`src/rtl/pad_motion_ctrl_if.sv`:
```
// rtl/pad_motion_ctrl_if.sv - control/status bundle between game logic and the pad motion block
interface pad_motion_ctrl_if #(
  parameter int Y_W = 10
);
  logic           timing_tick;
  logic           up_in;
  logic           down_in;
  logic           mode;
  logic [Y_W-1:0] ball_y;
  logic [1:0]     state;
  logic [Y_W-1:0] y_pad;
  logic [2:0]     velocity;
  logic           moving;
  logic           hit_top;
  logic           hit_bottom;

  modport slave (
    input  timing_tick, up_in, down_in, mode, ball_y, state,
    output y_pad, velocity, moving, hit_top, hit_bottom
  );

  modport master (
    output timing_tick, up_in, down_in, mode, ball_y, state,
    input  y_pad, velocity, moving, hit_top, hit_bottom
  );
endinterface

```
`src/rtl/pad_motion_ctrl.sv`:
```
// rtl/pad_motion_ctrl.sv - tick-paced pad mover with acceleration, edge clamping and auto-tracking
module pad_motion_ctrl #(
  parameter int         Y_W         = 10,
  parameter int         PAD_HEIGHT  = 145,
  parameter int         Y_RESET     = 312,
  parameter int         Y_MIN       = 1,
  parameter int         Y_MAX       = 766,
  parameter int         V_MIN       = 1,
  parameter int         V_MAX       = 4,
  parameter int         ACCEL_TICKS = 4,
  parameter int         DEADBAND    = 4,
  parameter logic [1:0] PLAY_CODE   = 2'b01
) (
  input logic              clk,
  input logic              rst,
  pad_motion_ctrl_if.slave bus
);

  localparam int CW = $clog2(ACCEL_TICKS + 1);

  localparam logic [Y_W:0]   L_HALF   = (Y_W+1)'(PAD_HEIGHT / 2);
  localparam logic [Y_W:0]   L_DB     = (Y_W+1)'(DEADBAND);
  localparam logic [Y_W:0]   L_PH_M1  = (Y_W+1)'(PAD_HEIGHT - 1);
  localparam logic [Y_W:0]   L_YMAX   = (Y_W+1)'(Y_MAX);
  localparam logic [Y_W:0]   L_YMIN   = (Y_W+1)'(Y_MIN);
  localparam logic [Y_W-1:0] L_YRST   = Y_W'(Y_RESET);
  localparam logic [Y_W-1:0] L_YBOT   = Y_W'(Y_MAX - PAD_HEIGHT + 1);
  localparam logic [Y_W-1:0] L_YTOP   = Y_W'(Y_MIN);
  localparam logic [2:0]     L_VMIN   = 3'(V_MIN);
  localparam logic [2:0]     L_VMAX   = 3'(V_MAX);
  localparam logic [CW-1:0]  L_ACC    = CW'(ACCEL_TICKS);

  typedef enum logic [1:0] {S_IDLE, S_UP, S_DOWN} state_t;
  typedef enum logic [1:0] {REQ_NONE, REQ_UP, REQ_DOWN} req_t;

  state_t         r_state;
  logic [Y_W-1:0] r_y;
  logic [2:0]     r_vel;
  logic [CW-1:0]  r_cnt;
  logic           r_hit_top;
  logic           r_hit_bot;
  logic           r_up_meta, r_up_sync;
  logic           r_dn_meta, r_dn_sync;

  state_t         w_state_nxt;
  logic [Y_W-1:0] w_y_nxt;
  logic [2:0]     w_vel_nxt;
  logic [CW-1:0]  w_cnt_nxt;
  logic           w_hit_top_nxt;
  logic           w_hit_bot_nxt;
  req_t           w_req;
  logic           w_same_dir;
  logic [2:0]     w_step;
  logic [CW-1:0]  w_cnt_inc;
  logic [Y_W:0]   w_y_ext;
  logic [Y_W:0]   w_step_ext;
  logic [Y_W:0]   w_center;
  logic [Y_W:0]   w_ball;

  assign w_y_ext  = {1'b0, r_y};
  assign w_center = w_y_ext + L_HALF;
  assign w_ball   = {1'b0, bus.ball_y};

  // Deadband is applied on the ball side so center-DEADBAND can never underflow.
  always_comb begin
    w_req = REQ_NONE;
    if (bus.mode) begin
      if (w_ball + L_DB < w_center)
        w_req = REQ_UP;
      else if (w_ball > w_center + L_DB)
        w_req = REQ_DOWN;
    end else if (r_up_sync && !r_dn_sync) begin
      w_req = REQ_UP;
    end else if (r_dn_sync && !r_up_sync) begin
      w_req = REQ_DOWN;
    end
  end

  assign w_same_dir = (w_req == REQ_UP && r_state == S_UP) ||
                      (w_req == REQ_DOWN && r_state == S_DOWN);

  always_comb begin
    w_state_nxt   = r_state;
    w_y_nxt       = r_y;
    w_vel_nxt     = r_vel;
    w_cnt_nxt     = r_cnt;
    w_hit_top_nxt = 1'b0;
    w_hit_bot_nxt = 1'b0;
    w_step        = L_VMIN;
    w_cnt_inc     = r_cnt + CW'(1);
    w_step_ext    = '0;

    if (bus.state != PLAY_CODE) begin
      w_state_nxt = S_IDLE;
      w_y_nxt     = L_YRST;
      w_vel_nxt   = '0;
      w_cnt_nxt   = '0;
    end else if (bus.timing_tick) begin
      if (w_req == REQ_NONE) begin
        w_state_nxt = S_IDLE;
        w_vel_nxt   = '0;
        w_cnt_nxt   = '0;
      end else begin
        if (w_same_dir) begin
          w_step = r_vel;
          if (w_cnt_inc == L_ACC) begin
            w_vel_nxt = (r_vel >= L_VMAX) ? L_VMAX : r_vel + 3'd1;
            w_cnt_nxt = '0;
          end else begin
            w_cnt_nxt = w_cnt_inc;
          end
        end else begin
          w_step    = L_VMIN;
          w_vel_nxt = L_VMIN;
          w_cnt_nxt = CW'(1);
        end
        w_step_ext = (Y_W+1)'(w_step);

        // A clamp restarts acceleration from scratch.
        if (w_req == REQ_DOWN) begin
          w_state_nxt = S_DOWN;
          if (w_y_ext + L_PH_M1 + w_step_ext <= L_YMAX) begin
            w_y_nxt = r_y + Y_W'(w_step);
          end else begin
            w_y_nxt       = L_YBOT;
            w_hit_bot_nxt = 1'b1;
            w_vel_nxt     = L_VMIN;
            w_cnt_nxt     = '0;
          end
        end else begin
          w_state_nxt = S_UP;
          if (w_y_ext >= L_YMIN + w_step_ext) begin
            w_y_nxt = r_y - Y_W'(w_step);
          end else begin
            w_y_nxt       = L_YTOP;
            w_hit_top_nxt = 1'b1;
            w_vel_nxt     = L_VMIN;
            w_cnt_nxt     = '0;
          end
        end
      end
    end
  end

  always_ff @(posedge clk or negedge rst) begin
    if (!rst) begin
      r_state   <= S_IDLE;
      r_y       <= L_YRST;
      r_vel     <= '0;
      r_cnt     <= '0;
      r_hit_top <= 1'b0;
      r_hit_bot <= 1'b0;
      r_up_meta <= 1'b0;
      r_up_sync <= 1'b0;
      r_dn_meta <= 1'b0;
      r_dn_sync <= 1'b0;
    end else begin
      r_up_meta <= bus.up_in;
      r_up_sync <= r_up_meta;
      r_dn_meta <= bus.down_in;
      r_dn_sync <= r_dn_meta;
      r_state   <= w_state_nxt;
      r_y       <= w_y_nxt;
      r_vel     <= w_vel_nxt;
      r_cnt     <= w_cnt_nxt;
      r_hit_top <= w_hit_top_nxt;
      r_hit_bot <= w_hit_bot_nxt;
    end
  end

  assign bus.y_pad      = r_y;
  assign bus.velocity   = r_vel;
  assign bus.moving     = (r_state != S_IDLE);
  assign bus.hit_top    = r_hit_top;
  assign bus.hit_bottom = r_hit_bot;

endmodule

```
`src/flat_wrapper.sv`:
```
// flat-port wrapper written by rule: the top's interface ports become plain ports
module pad_motion_ctrl_flat 
#(
  parameter int         Y_W         = 10,
  parameter int         PAD_HEIGHT  = 145,
  parameter int         Y_RESET     = 312,
  parameter int         Y_MIN       = 1,
  parameter int         Y_MAX       = 766,
  parameter int         V_MIN       = 1,
  parameter int         V_MAX       = 4,
  parameter int         ACCEL_TICKS = 4,
  parameter int         DEADBAND    = 4,
  parameter logic [1:0] PLAY_CODE   = 2'b01
)
  (clk, rst, bus_timing_tick, bus_up_in, bus_down_in, bus_mode, bus_ball_y, bus_state, bus_y_pad, bus_velocity, bus_moving, bus_hit_top, bus_hit_bottom);
  pad_motion_ctrl_if #(.Y_W(Y_W)) bus_i ();
  input logic clk;
  input logic rst;
  input wire logic [$bits(bus_i.timing_tick)-1:0] bus_timing_tick;
  input wire logic [$bits(bus_i.up_in)-1:0] bus_up_in;
  input wire logic [$bits(bus_i.down_in)-1:0] bus_down_in;
  input wire logic [$bits(bus_i.mode)-1:0] bus_mode;
  input wire logic [$bits(bus_i.ball_y)-1:0] bus_ball_y;
  input wire logic [$bits(bus_i.state)-1:0] bus_state;
  output wire logic [$bits(bus_i.y_pad)-1:0] bus_y_pad;
  output wire logic [$bits(bus_i.velocity)-1:0] bus_velocity;
  output wire logic [$bits(bus_i.moving)-1:0] bus_moving;
  output wire logic [$bits(bus_i.hit_top)-1:0] bus_hit_top;
  output wire logic [$bits(bus_i.hit_bottom)-1:0] bus_hit_bottom;
  assign bus_i.timing_tick = bus_timing_tick;
  assign bus_i.up_in = bus_up_in;
  assign bus_i.down_in = bus_down_in;
  assign bus_i.mode = bus_mode;
  assign bus_i.ball_y = bus_ball_y;
  assign bus_i.state = bus_state;
  assign bus_y_pad = bus_i.y_pad;
  assign bus_velocity = bus_i.velocity;
  assign bus_moving = bus_i.moving;
  assign bus_hit_top = bus_i.hit_top;
  assign bus_hit_bottom = bus_i.hit_bottom;
  pad_motion_ctrl #(.Y_W(Y_W), .PAD_HEIGHT(PAD_HEIGHT), .Y_RESET(Y_RESET), .Y_MIN(Y_MIN), .Y_MAX(Y_MAX), .V_MIN(V_MIN), .V_MAX(V_MAX), .ACCEL_TICKS(ACCEL_TICKS), .DEADBAND(DEADBAND), .PLAY_CODE(PLAY_CODE)) u_core (.clk(clk), .rst(rst), .bus(bus_i));
endmodule
```
`config.mk`:
```
export PLATFORM = sky130hd
export DESIGN_NAME = pad_motion_ctrl_flat
export DESIGN_NICKNAME = d
export VERILOG_FILES = /design/src/rtl/pad_motion_ctrl_if.sv /design/src/rtl/pad_motion_ctrl.sv /design/src/flat_wrapper.sv
export SDC_FILE = /design/constraint.sdc
export NUM_CORES = 1
export LEC_CHECK = 0
export ABC_AREA = 1
export CELL_PAD_IN_SITES_DETAIL_PLACEMENT = 1
export CELL_PAD_IN_SITES_GLOBAL_PLACEMENT = 2
export CORE_MARGIN = 5
export CORE_UTILIZATION = 32
export CTS_CLUSTER_DIAMETER = 150
export DETAILED_ROUTE_END_ITERATION = 8
export PLACE_DENSITY_LB_ADDON = 0.1
export REMOVE_ABC_BUFFERS = 1
export SLEW_MARGIN = 20
export SYNTH_ARGS = -nofsm -noshare
export SYNTH_HDL_FRONTEND = slang
export SYNTH_SLANG_ARGS = --single-unit
```
`constraint.sdc`:
```
create_clock -name clk -period 6.69 [get_ports clk]
set_input_delay 1.338 -clock clk [delete_from_list [all_inputs] [get_ports clk]]
set_output_delay 1.338 -clock clk [all_outputs]
set_load 0.02 [all_outputs]
```
==> results of run 1 <==
## worst paths after layout
path	from	endpoint	slack [ps]	cells after the start
min	u_core.r_dn_meta	u_core.r_dn_sync	360	0
min reg2reg	u_core.r_dn_meta	u_core.r_dn_sync	360	0
max	bus_ball_y[2]	u_core.bus.y_pad[7]	640	34
min in group asynchronous	rst	u_core.bus.velocity[2]	1420	2
max reg2reg	u_core.bus.y_pad[4]	u_core.bus.y_pad[7]	1080	35
max in group asynchronous	rst	u_core.bus.y_pad[5]	4960	2
## cell families after synthesis
group,Yosys count,synth area share
fa+ha+maj,43,0.191
compound gates,46,0.0905
flops,24,0.210
simple gates,203,0.336
buf+inv,72,0.103
xor+xnor,23,0.0697
## critical path: cells and delay by family
family	cells	cell delay, ps
and+or+nand+nor	21	2180
adders and majority gates	4	1110
buffers and inverters	4	820
AOI/OAI and AO/OA	5	750
## registers in the layout, summed over array words and instances (netlist names)
| register | cells |
|---|---|
| u_core.r_up_sync | 1 |
| u_core.r_dn_meta | 1 |
| u_core.r_cnt | 3 |
| u_core.r_dn_sync | 1 |
| u_core.bus.hit_top | 1 |
| u_core.r_state | 2 |
| u_core.bus.hit_bottom | 1 |
| u_core.bus.y_pad | 10 |
| u_core.bus.velocity | 3 |
| u_core.r_up_meta | 1 |
## power breakdown
group          switching [mW]  internal, mW  leakage [nW]
sequential             0.0101         0.151         0.310
combinational          0.0968        0.0634          1.35
clock                  0.0460        0.0426        0.0228
total                   0.153         0.257          1.68
## placed cells by master, fill, tap and decap left out, types with 2 or more instances in the layout
cell type | Yosys | layout
dfstp_2 | 4 | 4
and3_1 | 2 | 2
clkbuf_8 | 0 | 3
xnor2_1 | 4 | 4
o21ai_0 | 9 | 9
nor3_1 | 6 | 6
nor2_1 | 25 | 25
inv_2 | 10 | 10
buf_4 | 2 | 3
nand2_4 | 4 | 4
o21ai_1 | 12 | 11
o21ai_2 | 2 | 3
clkdlybuf4s50_1 | 0 | 33
inv_4 | 2 | 2
o31ai_1 | 3 | 3
dfrtp_1 | 20 | 20
nand3_1 | 44 | 44
nand2_2 | 12 | 12
xor2_1 | 19 | 19
nand2_1 | 93 | 93
nor2_4 | 3 | 3
inv_1 | 50 | 50
ha_1 | 41 | 41
nand3_2 | 2 | 2
a21oi_1 | 14 | 14
fa_1 | 2 | 2
nand4_1 | 6 | 6
or2_2 | 2 | 2
o21a_1 | 3 | 3
## area by class of cell
| type | count | share of cell area |
|---|---|---|
| sequential | 24 | 0.180 |
| clock buffer | 4 | 0.0134 |
| tap | 108 | 0.0401 |
| multi-input combinational | 315 | 0.590 |
| timing repair buffer | 36 | 0.105 |
| inverter | 63 | 0.0717 |
## layer usage
layer  vias to the layer above  share of wire  track usage
met3                         9          0.030       0.0166
met4                         0          0.015       0.0365
li1                       1385              -            -
met1                      1304           0.46        0.202
met5                         -              0            0
met2                        42           0.49        0.284
## synthesized netlist by cell type, types with 4 or more instances
cell / n
a21oi_1: 14
buf_2: 6
dfrtp_1: 20
dfstp_2: 4
ha_1: 41
inv_1: 50
inv_2: 10
nand2_1: 93
nand2_2: 12
nand2_4: 4
nand3_1: 44
nand4_1: 6
nor2_1: 25
nor3_1: 6
o21ai_0: 9
o21ai_1: 12
xnor2_1: 4
xor2_1: 19
==> impl_metrics.py, run 1 <==
metrics = {
    "status": {
        "outcome": "finished, final reports clean",
    },
    "global_route": {
        "grt_pass1_vias": 2944,
        "grt_usage": 0.158,
        "antenna_found_initial": 0,
        "grt_pass1_wl_mm": 14.5,
        "grt_start_max_net_pins": 25,
        "grt-ovfl-total": 0,
    },
    "place": {
        "dp_slack_ps": 288,
        "port_buffers": 33,
        "gp_congestion": 0.800,
        "place_inst": 546,
        "dp_hpwl_mm": 7.05,
        "place_area_um2": 3320,
    },
    "logic_synthesis": {
        "ys_seq_elements": 24,
        "async_flop_share": 1.00,
        "synth.yosys.seq_area_share": 0.210,
        "synth_flop_cell": "dfrtp_1",
        "synth.avg_cell_area_um2": 7.03,
        "synth_area_leader_cell": "ha_1",
        "netlist.area_leader.share": 0.178,
        "synth_cells": 411,
        "yosys.cell_types.count": 37,
        "synth_area_leaders": "ha_1 (18%), dfrtp_1 (17%), nand2_1 (12%), nand3_1 (7.6%), inv_1 (6.5%)",
        "synth_area_um2": 2890,
        "synth-edff-count": 0,
        "yosysWarnings": 0,
    },
    "clock_tree": {
        "post-cts-setup-buffers": 0,
        "cts_buffer_depth": 2,
        "worst_skew_pair.late_latency_ps": 270,
        "tritoncts": "built",
        "cts_resized": 0,
        "hold_buffers": 0,
        "clock-sinks": 24,
        "htreeDepth": 1,
        "cts_buffers": 3,
        "clkTransAtPathRegs_ps": 80,
        "root_buffer": "clkbuf_8",
    },
    "sta": {
        "layout_min_cycle_time_ps": 6050,
        "fin_ws_ps": 637,
        "tightest_slew_ps": 494,
        "holdWs_ps": 357,
        "fin_crit_sh": 0.905,
        "setup_violations": 0,
        "slew_headroom": 0.671,
        "max_freq_ghz": 0.165,
        "fin_worst_skew_ps": 10.1,
        "rsz0062_at_grt": "no",
        "drv_slew": 0,
        "setup_tns_ps": 0,
        "hold_viol": 0,
    },
    "floorplan": {
        "die_w_um": 105,
        "die_y_um": 105,
        "fp.coreArea_um2": 8760,
        "start_util": 0.330,
        "num_rows": 34,
        "ios": 34,
        "dieArea_um2": 11000,
    },
    "power": {
        "p_per_area_nw_per_um2": 122,
        "p_total_uw": 410,
        "p_leak_nw": 1.68,
        "max-vdd-ir-drop_v": 0.0000840,
    },
    "critical_path": {
        "slowest_stage": "clkdlybuf4s50_1",
        "crit_fanout": 7,
        "cp_common_cell": "nand2_1",
        "setup.worst_path.end_class": "flip-flop",
        "critPathLaunchType": "input port",
        "path_class": "input port to flip-flop",
        "cpPeakStageDelay_ps": 540,
        "worstPathArrival_ps": 6200,
        "required_ps": 6840,
    },
    "finish": {
        "final_cells": 550,
        "drive_gt1_frac": 0.115,
        "post-route-util": 0.384,
        "multiInputGateArea_um2": 1990,
        "area.sequential_um2": 606,
        "fin_area_um2": 3370,
        "antennaDiodeCount": 0,
        "layout.nets": 504,
        "syn2layout_area_growth_pct": 16.6,
        "nFillCells": 1115,
    },
    "route": {
        "drt_wl_total_mm": 8.43,
        "vias_per_cell": 4.98,
        "antenna_left": 0,
        "post_drt_wl_per_cell_um": 15.3,
        "drtIter0Drc": 118,
        "drc_errors": 0,
        "vias": 2740,
        "drt_first_pass_iters": 4,
    },
    "min_path": {
        "hold_path.class": "flip-flop to flip-flop",
    },
    "run": {
        "drv_cap": 0,
    },
}
Note: power is estimated with default switching activity, not from simulation.
==> run 2: changes to the inputs <==
--- a/config.mk
+++ b/config.mk
@@ -11,9 +11,11 @@
 export CORE_MARGIN = 5
 export CORE_UTILIZATION = 32
 export CTS_CLUSTER_DIAMETER = 150
+export CTS_CLUSTER_SIZE = 14
 export DETAILED_ROUTE_END_ITERATION = 8
 export PLACE_DENSITY_LB_ADDON = 0.1
 export REMOVE_ABC_BUFFERS = 1
+export SKIP_CTS_REPAIR_TIMING = 1
 export SLEW_MARGIN = 20
 export SYNTH_ARGS = -nofsm -noshare
 export SYNTH_HDL_FRONTEND = slang
==> results of run 2 <==
Final layout, timing and power as in run 1 (identical DEF).
==> run 3: changes to the inputs <==
--- a/config.mk
+++ b/config.mk
@@ -5,11 +5,10 @@
 export SDC_FILE = /design/constraint.sdc
 export NUM_CORES = 1
 export LEC_CHECK = 0
-export ABC_AREA = 1
 export CELL_PAD_IN_SITES_DETAIL_PLACEMENT = 1
 export CELL_PAD_IN_SITES_GLOBAL_PLACEMENT = 2
 export CORE_MARGIN = 5
-export CORE_UTILIZATION = 32
+export CORE_UTILIZATION = 35
 export CTS_CLUSTER_DIAMETER = 150
 export CTS_CLUSTER_SIZE = 14
 export DETAILED_ROUTE_END_ITERATION = 8
==> run 3 against run 2 <==
Net effect:
- fmax shrank 5.2%
- count of clock-buffer cells in the layout fell by 1
- sequential power increased by 12%
- critical path depth shrank 9
- wire length is 6.4% higher
- first-iteration DRC count shrank 2.5%
- clock power is 56% higher
- combinational power is 130% higher
- die area fell by 8.7%
- register-to-register slack got worse by 220 ps
- non-clock buffer count is 28 higher
==> impl_metrics.py, run 3 <==
metrics = {
    "status": {
        "outcome": "finished, final reports clean",
    },
    "floorplan": {
        "die_w_um": 100,
        "dieArea_um2": 10100,
        "fp.coreArea_um2": 8090,
        "num_rows": 33,
        "start_util": 0.353,
        "die_y_um": 100,
        "ios": 34,
    },
    "logic_synthesis": {
        "synth_area_leader_cell": "ha_1",
        "synth_flop_cell": "dfrtp_1",
        "synth.yosys.seq_area_share": 0.212,
        "synth_area_um2": 2860,
        "synth_area_leaders": "ha_1 (18%), dfrtp_1 (18%), dfstp_2 (3.7%), xnor2_1 (3.7%), xor2_1 (3.7%)",
        "synth-edff-count": 0,
        "synth.avg_cell_area_um2": 8.71,
        "synthMostInstantiatedCell": "ha_1",
        "async_flop_share": 1.00,
        "ys_seq_elements": 24,
        "yosys-top-cells-count": "ha_1 (41), nor2_1 (26), inv_1 (23)",
        "synth_cells": 328,
        "netlist.area_leader.share": 0.180,
        "yosys.cell_types.count": 62,
        "yosysWarnings": 0,
    },
    "finish": {
        "largest_register_ffs": 10,
        "layout.nets": 447,
        "antennaDiodeCount": 0,
        "syn2layout_area_growth_pct": 25.7,
        "most-common-layout-cells": "ha_1 (41), clkdlybuf4s50_1 (33), buf_4 (30), nor2_1 (25), inv_1 (22)",
        "drive_gt1_frac": 0.153,
        "layout_commonest_cell": "ha_1",
        "post-route-util": 0.444,
        "nFillCells": 994,
        "fin_area_um2": 3590,
    },
    "clock_tree": {
        "worst_skew_pair.late_latency_ps": 290,
        "tritoncts": "built",
        "cts_buffer_depth": 2,
        "htreeDepth": 1,
        "cts_buffers": 3,
        "clock-sinks": 24,
        "root_buffer": "clkbuf_8",
        "clkTransAtPathRegs_ps": 100,
    },
    "critical_path": {
        "setup.worst_path.end_class": "flip-flop",
        "reg2reg_from": "u_core.bus.y_pad[3]",
        "worstPathArrival_ps": 6610,
        "crit_fanout": 6,
        "cpPeakStageDelay_ps": 530,
        "worst_r2r_path_depth": 27,
        "slowest_stage": "clkdlybuf4s50_1",
        "crit_buf_inv": 4,
        "critPathLaunchType": "input port",
        "r2r-end": "u_core.r_cnt[2]",
        "crit_family": "compound AO/OA/AOI/OAI gates",
        "required_ps": 6910,
        "r2r_setup_slack_ps": 860,
        "path_class": "input port to flip-flop",
    },
    "power": {
        "p_switching_uw": 287,
        "netSwitchingFraction": 0.421,
        "max-vdd-ir-drop_v": 0.0000893,
        "p_per_area_nw_per_um2": 190,
        "seqPwrFrac": 0.264,
        "p_leak_nw": 1.61,
        "internal_power_uw": 394,
        "p_total_uw": 681,
        "combinationalPowerShare": 0.532,
        "pwr-share-clk": 0.203,
    },
    "route": {
        "topRoutingLayerUsed": "met4",
        "vias_per_cell": 5.47,
        "drt_first_pass_iters": 4,
        "drc_errors": 0,
        "vias": 2681,
        "wl_met1_mm": 4.15,
        "dr_wl_met3_um": 189,
        "drtIter0Drc": 115,
        "post_drt_wl_per_cell_um": 18.3,
        "wl_met2_mm": 4.55,
        "antenna_left": 0,
        "drt_wl_total_mm": 8.97,
    },
    "global_route": {
        "grt-ovfl-total": 0,
        "antenna_found_initial": 0,
        "grt_start_max_net_pins": 25,
        "grt_pass1_wl_mm": 14.7,
        "grt_pass1_vias": 2890,
        "grt_usage": 0.184,
    },
    "min_path": {
        "holdPathEnd": "u_core.r_up_sync",
        "hold_path.class": "flip-flop to flip-flop",
        "min_from": "u_core.r_up_meta",
        "holdPathStages": 0,
    },
    "run": {
        "drv_cap": 0,
    },
    "sta": {
        "layout_min_cycle_time_ps": 6390,
        "fin_worst_skew_ps": 12.7,
        "hold_viol": 0,
        "drv_slew": 0,
        "setup_tns_ps": 0,
        "fin_crit_sh": 0.955,
        "slew_headroom": 0.556,
        "setup_violations": 0,
        "tightest_slew_ps": 666,
        "max_freq_ghz": 0.157,
    },
    "place": {
        "gp_congestion": 0.833,
        "dp_hpwl_mm": 7.20,
        "port_buffers": 33,
        "place_area_um2": 3490,
    },
}
## run 3: cell count changes after synthesis, moves of 6 or more
cell	change
inv_1	-27
xor2_1	-7
a211o_1	+6
a21o_1	+6
nand3_1	-32
nor2b_1	+9
nand2_1	-73
nand2_2	-12
nand2b_1	+9
xnor2_1	+8
inv_2	-10
o21ai_1	-12
## run 3: worst max path at each step
stage / from / end / slack, ps / cells after the start
after floorplan: bus_ball_y[2] / u_core.bus.y_pad[4] / 710 / 23
after global placement: bus_ball_y[2] / u_core.bus.velocity[1] / -110 / 26
after detailed placement: bus_ball_y[2] / u_core.r_cnt[2] / -220 / 25
after CTS: bus_ball_y[2] / u_core.r_cnt[2] / 50 / 25
after global routing: bus_ball_y[3] / u_core.r_cnt[2] / -30 / 25
final: bus_ball_y[3] / u_core.r_cnt[2] / 300 / 25
## run 3: cells by family (layout without fill, tap and decap cells)
group                    count (synthesis)  count (layout)  synth area share
XOR/XNOR                                25              25            0.0832
AO/OA/AOI/OAI                           93              93             0.261
multiplexers                             2               2           0.00744
adder cells (fa/ha/maj)                 43              43             0.194
buffers and inverters                   34              91            0.0547
flip-flops                              24              24             0.212
AND/OR/NAND/NOR                        107             107             0.189
## run 3: routing by layer
layer  GRT usage  up-vias
li1            -     1309
met1       0.237     1339
met2       0.332       27
met3      0.0174        6
met4      0.0373        0
met5           0        -
## run 3: per-stage QoR
stage	std cells	setup WS [ps]	hold slack [ps]
6_report	490	304	358
5_1_grt	490	-30.1	368
4_1_cts	490	45.9	363
3_5_place_dp	486	-224	340
3_3_place_gp	486	-106	338
2_1_floorplan	317	713	331
## run 3: cell type report
class / count / area [um^2] / share of cell area
repair buffers: 64 / 576 / 0.160
multi-input cells: 270 / 2120 / 0.591
inverters: 23 / 86.3 / 0.0240
clock buffers: 3 / 41.3 / 0.0115
well taps: 105 / 131 / 0.0366
clock inverters: 1 / 30.0 / 0.00836
flip-flops and latches: 24 / 606 / 0.169
## run 3: power by group through the flow
stage	sequential, mW	combinational (mW)	clock [mW]
detailed placement	0.183	0.358	0
global route	0.183	0.404	0.148
global placement	0.183	0.351	0
finish	0.180	0.363	0.138
floorplan	0.182	0.232	0
CTS	0.180	0.360	0.143
